### src/rtl/fifo_pkg.sv
// Shared types, defaults and helpers for the parametrised synchronous FIFO family.
package fifo_pkg;

    localparam int unsigned DEF_WIDTH = 8;
    localparam int unsigned DEF_DEPTH = 16;

    // Status bundle exported to wrapper blocks.
    typedef struct packed {
        logic full;
        logic empty;
        logic almost_full;
        logic almost_empty;
        logic overflow;
        logic underflow;
    } fifo_status_t;

    // Pointer width for a power-of-two depth.
    function automatic int unsigned clog2_depth(input int unsigned depth);
        int unsigned r;
        r = 0;
        for (int unsigned i = 0; i < 32; i++) begin
            if ((32'd1 << i) < depth) begin
                r = i + 1;
            end
        end
        return r;
    endfunction

endpackage

### src/rtl/fifo_ram.sv
// Storage array: one synchronous write port, one asynchronous read port; contents not reset.
module fifo_ram #(
    parameter int unsigned WIDTH = 8,
    parameter int unsigned DEPTH = 16,
    parameter int unsigned AW    = 4
) (
    input  logic             clk,
    input  logic             we,
    input  logic [AW-1:0]    waddr,
    input  logic [WIDTH-1:0] wdata,
    input  logic [AW-1:0]    raddr,
    output logic [WIDTH-1:0] rdata
);

    logic [WIDTH-1:0] mem [DEPTH];

    always_ff @(posedge clk) begin
        if (we) begin
            mem[waddr] <= wdata;
        end
    end

    assign rdata = mem[raddr];

endmodule

### src/rtl/sync_fifo_param.sv
// Parametrised single-clock show-ahead FIFO with occupancy, thresholds and sticky errors.
// Optional read-side parity checking is enabled by defining FIFO_PARITY_EN.
module sync_fifo_param
    import fifo_pkg::*;
#(
    parameter int unsigned WIDTH    = DEF_WIDTH,
    parameter int unsigned DEPTH    = DEF_DEPTH,
    parameter int unsigned AF_LEVEL = DEPTH - 2,
    parameter int unsigned AE_LEVEL = 2,
    localparam int unsigned AW      = clog2_depth(DEPTH)
) (
    input  logic             clk,
    input  logic             rst_n,
    input  logic             clr,
    input  logic             wr,
    input  logic [WIDTH-1:0] din,
    input  logic             rd,
    output logic [WIDTH-1:0] dout,
    output logic             full,
    output logic             empty,
    output logic             almost_full,
    output logic             almost_empty,
    output logic [AW:0]      count,
    output logic             overflow,
    output logic             underflow,
    output logic             parity_err
);

    localparam logic [AW:0] FULL_CNT = (AW+1)'(DEPTH);
    localparam logic [AW:0] AF_CNT   = (AW+1)'(AF_LEVEL);
    localparam logic [AW:0] AE_CNT   = (AW+1)'(AE_LEVEL);

    localparam fifo_status_t STATUS_RST = '{full: 1'b0, empty: 1'b1, almost_full: 1'b0,
                                            almost_empty: 1'b1, overflow: 1'b0,
                                            underflow: 1'b0};

`ifdef FIFO_PARITY_EN
    localparam int unsigned MW = WIDTH + 1;
`else
    localparam int unsigned MW = WIDTH;
`endif

    logic [AW-1:0] wr_ptr;
    logic [AW-1:0] rd_ptr;
    logic [AW:0]   count_next;
    logic          rd_ok;
    logic          wr_ok;
    logic          ram_we;
    logic [MW-1:0] wdata;
    logic [MW-1:0] rdata;
    fifo_status_t  status_q;

    // Accept decisions use the registered flags; a read frees a slot for a write when full.
    always_comb begin
        rd_ok      = rd && !status_q.empty;
        wr_ok      = wr && (!status_q.full || rd_ok);
        count_next = count + (AW+1)'(wr_ok) - (AW+1)'(rd_ok);
        ram_we     = wr_ok && !clr;
    end

    always_ff @(posedge clk or negedge rst_n) begin
        if (!rst_n) begin
            wr_ptr   <= '0;
            rd_ptr   <= '0;
            count    <= '0;
            status_q <= STATUS_RST;
        end else if (clr) begin
            wr_ptr   <= '0;
            rd_ptr   <= '0;
            count    <= '0;
            status_q <= STATUS_RST;
        end else begin
            if (wr_ok) begin
                wr_ptr <= wr_ptr + AW'(1);
            end
            if (rd_ok) begin
                rd_ptr <= rd_ptr + AW'(1);
            end
            count                 <= count_next;
            status_q.full         <= (count_next == FULL_CNT);
            status_q.empty        <= (count_next == '0);
            status_q.almost_full  <= (count_next >= AF_CNT);
            status_q.almost_empty <= (count_next <= AE_CNT);
            status_q.overflow     <= status_q.overflow  | (wr && !wr_ok);
            status_q.underflow    <= status_q.underflow | (rd && !rd_ok);
        end
    end

    assign full         = status_q.full;
    assign empty        = status_q.empty;
    assign almost_full  = status_q.almost_full;
    assign almost_empty = status_q.almost_empty;
    assign overflow     = status_q.overflow;
    assign underflow    = status_q.underflow;

`ifdef FIFO_PARITY_EN
    // Extra bit holds even parity so a stored word XORs to zero when intact.
    assign wdata = {^din, din};

    always_ff @(posedge clk or negedge rst_n) begin
        if (!rst_n) begin
            parity_err <= 1'b0;
        end else if (clr) begin
            parity_err <= 1'b0;
        end else begin
            parity_err <= rd_ok && (^rdata);
        end
    end
`else
    assign wdata      = din;
    assign parity_err = 1'b0;
`endif

    assign dout = rdata[WIDTH-1:0];

    fifo_ram #(
        .WIDTH (MW),
        .DEPTH (DEPTH),
        .AW    (AW)
    ) u_ram (
        .clk   (clk),
        .we    (ram_we),
        .waddr (wr_ptr),
        .wdata (wdata),
        .raddr (rd_ptr),
        .rdata (rdata)
    );

endmodule

### config.mk
export PLATFORM = sky130hd
export DESIGN_NAME = sync_fifo_param
export DESIGN_NICKNAME = d
export VERILOG_FILES = /design/src/rtl/fifo_pkg.sv /design/src/rtl/fifo_ram.sv /design/src/rtl/sync_fifo_param.sv
export SDC_FILE = /design/constraint.sdc
export NUM_CORES = 1
export LEC_CHECK = 0
export ABC_CLOCK_PERIOD_IN_PS = 5800
export BUFFER_PORTS_ARGS = -buffer_cell sky130_fd_sc_hd__buf_2
export CAP_MARGIN = 20
export CORE_MARGIN = 4
export CORE_UTILIZATION = 49
export DETAILED_ROUTE_END_ITERATION = 10
export PLACE_DENSITY = 0.66
export SLEW_MARGIN = 5
export SYNTH_ARGS = -nofsm -noshare
export SYNTH_HDL_FRONTEND = slang
export SYNTH_SLANG_ARGS = --single-unit
### constraint.sdc
create_clock -name clk -period 5.8 [get_ports clk]
set_input_delay 0.58 -clock clk [delete_from_list [all_inputs] [get_ports clk]]
set_output_delay 0.58 -clock clk [all_outputs]
set_load 0.05 [all_outputs]
Yosys cells after proc, flatten, opt, wreduce, memory -nomap -nowiden. Memories as Yosys holds them, arrays and structs flattened. Cells that the tools add are included.

Output and inout bits: 20. Register bits: 19. Word-level logic and storage cells: 41. Bits in latches: 0. Bits of input ports: 13. Bits in read-only memories: 0. Memories: 1. RAM bits: 128.

Memories: u_ram.mem (depth 16, width 8, rd ports 1, clocked after memory_dff 0, write ports 1, RTL line fifo_ram.sv:15) `logic [WIDTH-1:0] mem [DEPTH];`.

Equal/unequal tests: 1. Divide/modulo/power cells: 0. Order comparisons: 2. $mul: 0. Bitwise operators: 2. Multiplexer cells: 8. Reductions and logical operators: 14. Shift operators: 0. Add/subtract/negate cells: 4.

Operators by type and width (number): 4-bit two-way mux (4); 4-bit by 1-bit adder with 4-bit output (second input constant) (2); 6-bit two-way mux (1); 5-bit by 1-bit adder with 5-bit output (1); 5-bit equality test (second input constant) (1); 5-bit by 4-bit >= comparator with 1-bit output (second input constant) (1); 5-bit by 2-bit <= comparator with 1-bit output (second input constant) (1); 1-bit logical AND (5); 1-bit logical NOT (5); 5-bit logical NOT (1); 5-bit two-way mux (1); 5-bit by 1-bit subtractor with 5-bit output (1); 2-bit nonzero test (2); 1-bit two-way mux (2); 1-bit bitwise OR (2); 1-bit logical OR (1).

Longest topological paths before layout.
Depth after elaboration: 8. Mapped depth: 11. Mapped depth without buffers: 11.

By module. From an unflattened synthesis, not the netlist that was laid out.

Cell total of the unflattened synthesis: 310. Area, all modules: 5948.2 um2.

Modules (own cells, without submodules): fifo_ram (area an instance 4987.3 um2, cells each 221, instances 1, sequential area each 3843.7 um2); sync_fifo_param (area an instance 960.9 um2, cells each 89, instances 1, sequential area each 478.0 um2).

Worst setup path before layout. Ideal clock, no wire load.

Path kind: reg2reg. Start point: register, netlist name empty. End point: register, netlist name almost_full. Slack: 2.858 ns. Cell stages (with the launch flop): 11. Arrival time: 2.860 ns. Library setup time: 0.082 ns. Data required time: 5.718 ns. Buffers on the path: 0. Path through: dfstp_2 nand2b_1 clkinv_1 o21ai_2 ha_1 inv_1 ha_1 fa_1 xnor2_1 or4b_1 a31oi_1.

Word-level cells in the longest chain between the ends: 8.

RTL lines: 1-bit logical NOT (*) (RTL line sync_fifo_param.sv:55) `rd_ok = rd && !status_q.empty;`; 1-bit logical AND (*) (RTL line sync_fifo_param.sv:55); 1-bit logical OR (RTL line sync_fifo_param.sv:56) `wr_ok = wr && (!status_q.full || rd_ok);`; 1-bit logical AND (RTL line sync_fifo_param.sv:56); 5-bit by 1-bit adder with 5-bit output (RTL line sync_fifo_param.sv:57) `count_next = count + (AW+1)'(wr_ok) - (AW+1)'(rd_ok);`; 5-bit by 1-bit subtractor with 5-bit output (*) (RTL line sync_fifo_param.sv:57); 5-bit by 4-bit >= comparator with 1-bit output (*) (RTL line sync_fifo_param.sv:82) `status_q.almost_full <= (count_next >= AF_CNT);`; 6-bit two-way mux (*) (RTL line sync_fifo_param.sv:67) `end else if (clr) begin`.

Every way passes the cells marked *; elsewhere a longest branch is shown, timed or not. A chain may end at the register's enable or synchronous reset.

Worst setup path after layout.
Start point: register rd_ptr[0]. End point: output dout[6].

Word-level cells in the longest chain between the ends: 1.

RTL lines: from (decl) (RTL line sync_fifo_param.sv:44) `logic [AW-1:0] rd_ptr;`; from (signal assigned) (RTL line sync_fifo_param.sv:77) `rd_ptr <= rd_ptr + AW'(1);`; memory read 16 x 8 bit; to (decl) (RTL line sync_fifo_param.sv:18) `output logic [WIDTH-1:0] dout,`.

Every way passes these cells.

==> impl_metrics.py <==
metrics = {
    "status": {
        "run_status": "completed",
    },
    "clock_tree": {
        "post_cts_setup_buffers": 0,
        "clock-sinks": 147,
        "post_cts_hold_buffer_count": 0,
        "h-tree-depth": 4,
        "cts_tree": "built",
        "post_cts.resized_instances": 0,
        "cts_buffers": 17,
        "clk_pin_slew_ns": 0.06,
        "clk_path_buf_depth": 2,
        "clock_insertion_delay_worst_skew_ns": 0.42,
        "clk_root_buf": "clkbuf_16",
    },
    "cells_and_area": {
        "final_design_area_no_fill_sq_um": 6830,
        "drive_gt1_frac": 0.232,
        "relative_area_change_from_synthesis_to_final_layout_pct": 13.6,
        "antenna_cells": 0,
        "nets": 382,
        "filler_cell_count": 934,
    },
    "placement": {
        "gpl.final_weighted_congestion": 0.784,
        "dp_hpwl_microns": 6880,
        "placement.io_buffers": 31,
        "detailed_place.area_sq_um": 6260,
    },
    "sta": {
        "final_max_slew_viol_count": 0,
        "skew_ns": 0.00669,
        "tns_ns": 0,
        "fmax_mhz": 310,
        "worst_pin_slew_ns": 0.953,
        "timing.final.crit_share": 0.557,
        "period_needed_ns": 3.23,
        "finalSetupViolCount": 0,
        "report.final.hold_viol_count": 0,
        "rsz0062_at_grt": "no",
        "max-slew-margin-rel": 0.362,
    },
    "global_routing": {
        "gr-usage-all-layers": 0.169,
        "grt_max_degree": 36,
        "first_pass_grt_wire_length_microns": 17500,
        "number_of_antenna_violations_at_the_first_check_in_global_routing": 0,
        "met2_usage": 0.262,
        "gr_util_met3": 0.0474,
        "overflow_after_grt": 0,
        "via_count_of_the_first_global_routing_pass": 3078,
        "grt_util_met1": 0.227,
        "grt-busiest-layer": "met2",
    },
    "worst_setup_path": {
        "worstSetupStartpointType": "flip-flop",
        "timing_worst_setup_path_type": "flip-flop to output pin",
        "crit_required_ns": 5.22,
        "critPathMaxFanout": 25,
        "critical_path_arrival_ns": 2.65,
        "worst_setup_path_end_kind": "output pin",
    },
    "detailed_routing": {
        "ratio_of_routed_vias_to_standard_cells": 5.67,
        "total_drc_errors_in_the_routed_layout": 0,
        "number_of_iterations_in_the_first_detailed_routing_pass": 4,
        "first_iter_violations": 243,
        "routed-via-count": 2937,
        "wl_per_cell_microns": 21.2,
        "detail-route-antenna-nets": 0,
        "postRouteWirelength_microns": 11000,
    },
    "synthesis": {
        "yosys_register_bits": 147,
        "number_of_synthesized_flops_with_an_enable_pin": 128,
        "cell_variety_after_synth": 41,
        "synthesis.area_per_instance_sq_um": 18.9,
        "syn-cell-area_sq_um": 6020,
        "postSynthNetCount": 343,
        "most_instantiated_flip_flop_cell_in_the_synthesis_netlist": "edfxtp_1",
        "ys_async_sr_fraction": 0.129,
        "syn-instance-count": 319,
        "synth_top_area_share": 0.639,
        "synth.area.top_cells": "edfxtp_1, dfrtp_1, mux4_1",
        "ys_warn_count": 0,
        "seq_area_frac_synth": 0.718,
        "synth_top_area_cell": "edfxtp_1",
    },
    "floorplan": {
        "initial_utilization": 0.501,
        "placement_rows": 40,
        "floorplan.die.height_microns": 119,
        "boundaryPins": 33,
        "fp.dieArea_sq_um": 14100,
        "chipWidth_microns": 119,
        "floorplan.core_area_sq_um": 12000,
    },
    "power": {
        "peakVddDrop_mv": 0.307,
        "pwr_density_cell_nw_per_um2": 420,
        "leakage_uw": 0.00239,
    },
    "min_path": {
        "min-delay-path-class": "input pin to async pin",
    },
    "flow_run": {
        "max_cap_viol": 0,
    },
}
registers in the layout, indices dropped and copies added (netlist names), 4 cells and up:
register,count
rd_ptr,4
wr_ptr,4
count,5
u_ram.mem,128
critical path, cell delays in order (launching register included):
cell     delay [ns]
dfrtp_2        0.55
buf_4          0.48
mux4_1         0.61
a22oi_1        0.28
nand2_1        0.09
buf_2          0.22
final cells by class:
class / count / area, sq um / share of cell area
timing repair buffer: 36 / 193 / 0.0282
tap: 147 / 184 / 0.0269
multi-input combinational: 147 / 1530 / 0.223
inverter: 9 / 33.8 / 0.00494
sequential: 147 / 4320 / 0.633
clock buffer: 22 / 464 / 0.0679
clock inverter: 10 / 108 / 0.0157
placed cells by master, fill, tap and decap left out, types with 2 or more instances in the layout:
cell type,instances
dfrtp_1,15
a21o_1,2
a41o_1,2
nor3_1,4
clkbuf_8,2
ha_1,10
nand2b_1,4
mux4_1,16
dfrtp_2,2
clkinvlp_4,3
inv_1,8
o211ai_1,2
a22oi_1,16
xnor2_1,4
nor2b_1,3
clkbuf_1,3
clkinv_2,5
edfxtp_1,128
buf_4,5
dfstp_2,2
bufinv_16,2
nand2_1,18
a21oi_1,5
clkbuf_16,17
buf_2,31
mux4_2,16
xor2_1,6
nor2_1,26
a31oi_1,2
stage by stage:
step,setup slack [ns],total power (uW),cells,hold slack [ns],util
2_1_floorplan,2.86,1740,319,0.284,-
3_3_place_gp,2.80,1850,486,0.476,0.521
3_5_place_dp,2.69,1860,486,0.478,0.521
4_1_cts,2.50,2900,518,0.0932,0.569
5_1_grt,2.39,3000,518,0.106,0.569
6_report,2.57,2870,518,0.0952,0.569
synthesized netlist by cell type, drive strengths merged (2+ instances only):
library cell   count
buf               10
dfstp              2
o211ai             2
xnor2              4
nand2             18
clkdlybuf4s25      2
a21o               2
a22oi             16
a21oi              5
edfxtp           128
nand2b             4
a41o               2
ha                10
nor2              26
inv                8
nor2b              3
a31oi              2
mux4              32
xor2               6
dfrtp             17
nor3               4
clkbuf             3
worst paths after layout:
path,end,depth (start not counted),slack [ns],start
max,dout[6],5,2.57,rd_ptr[0]
min,wr_ptr[0],1,0.1,rst_n
max reg2reg,almost_full,10,2.82,empty
min reg2reg,overflow,2,0.50,overflow
max in group asynchronous,almost_empty,1,5.38,rst_n
min in group clk,underflow,3,0.43,rd
power breakdown:
part,internal [uW],total (uW),switching [uW]
Sequential,1200,1250,44.2
Clock,651,1040,392
Combinational,211,575,365
Total,2070,2870,801
kinds of logic after synthesis:
logic type	share of synthesized area
buf+inv	0.0279
compound gates	0.0360
other cells	0.000623
xor+xnor	0.0146
fa+ha+maj	0.0241
mux	0.131
flops	0.718
simple gates	0.0470
metal layers:
layer,vias up,wire [microns]
met5,-,0
met3,18,433
met2,72,5350
li1,1351,-
met1,1496,4950
met4,0,215
No activity file was read; power rests on OpenSTA's default activity.
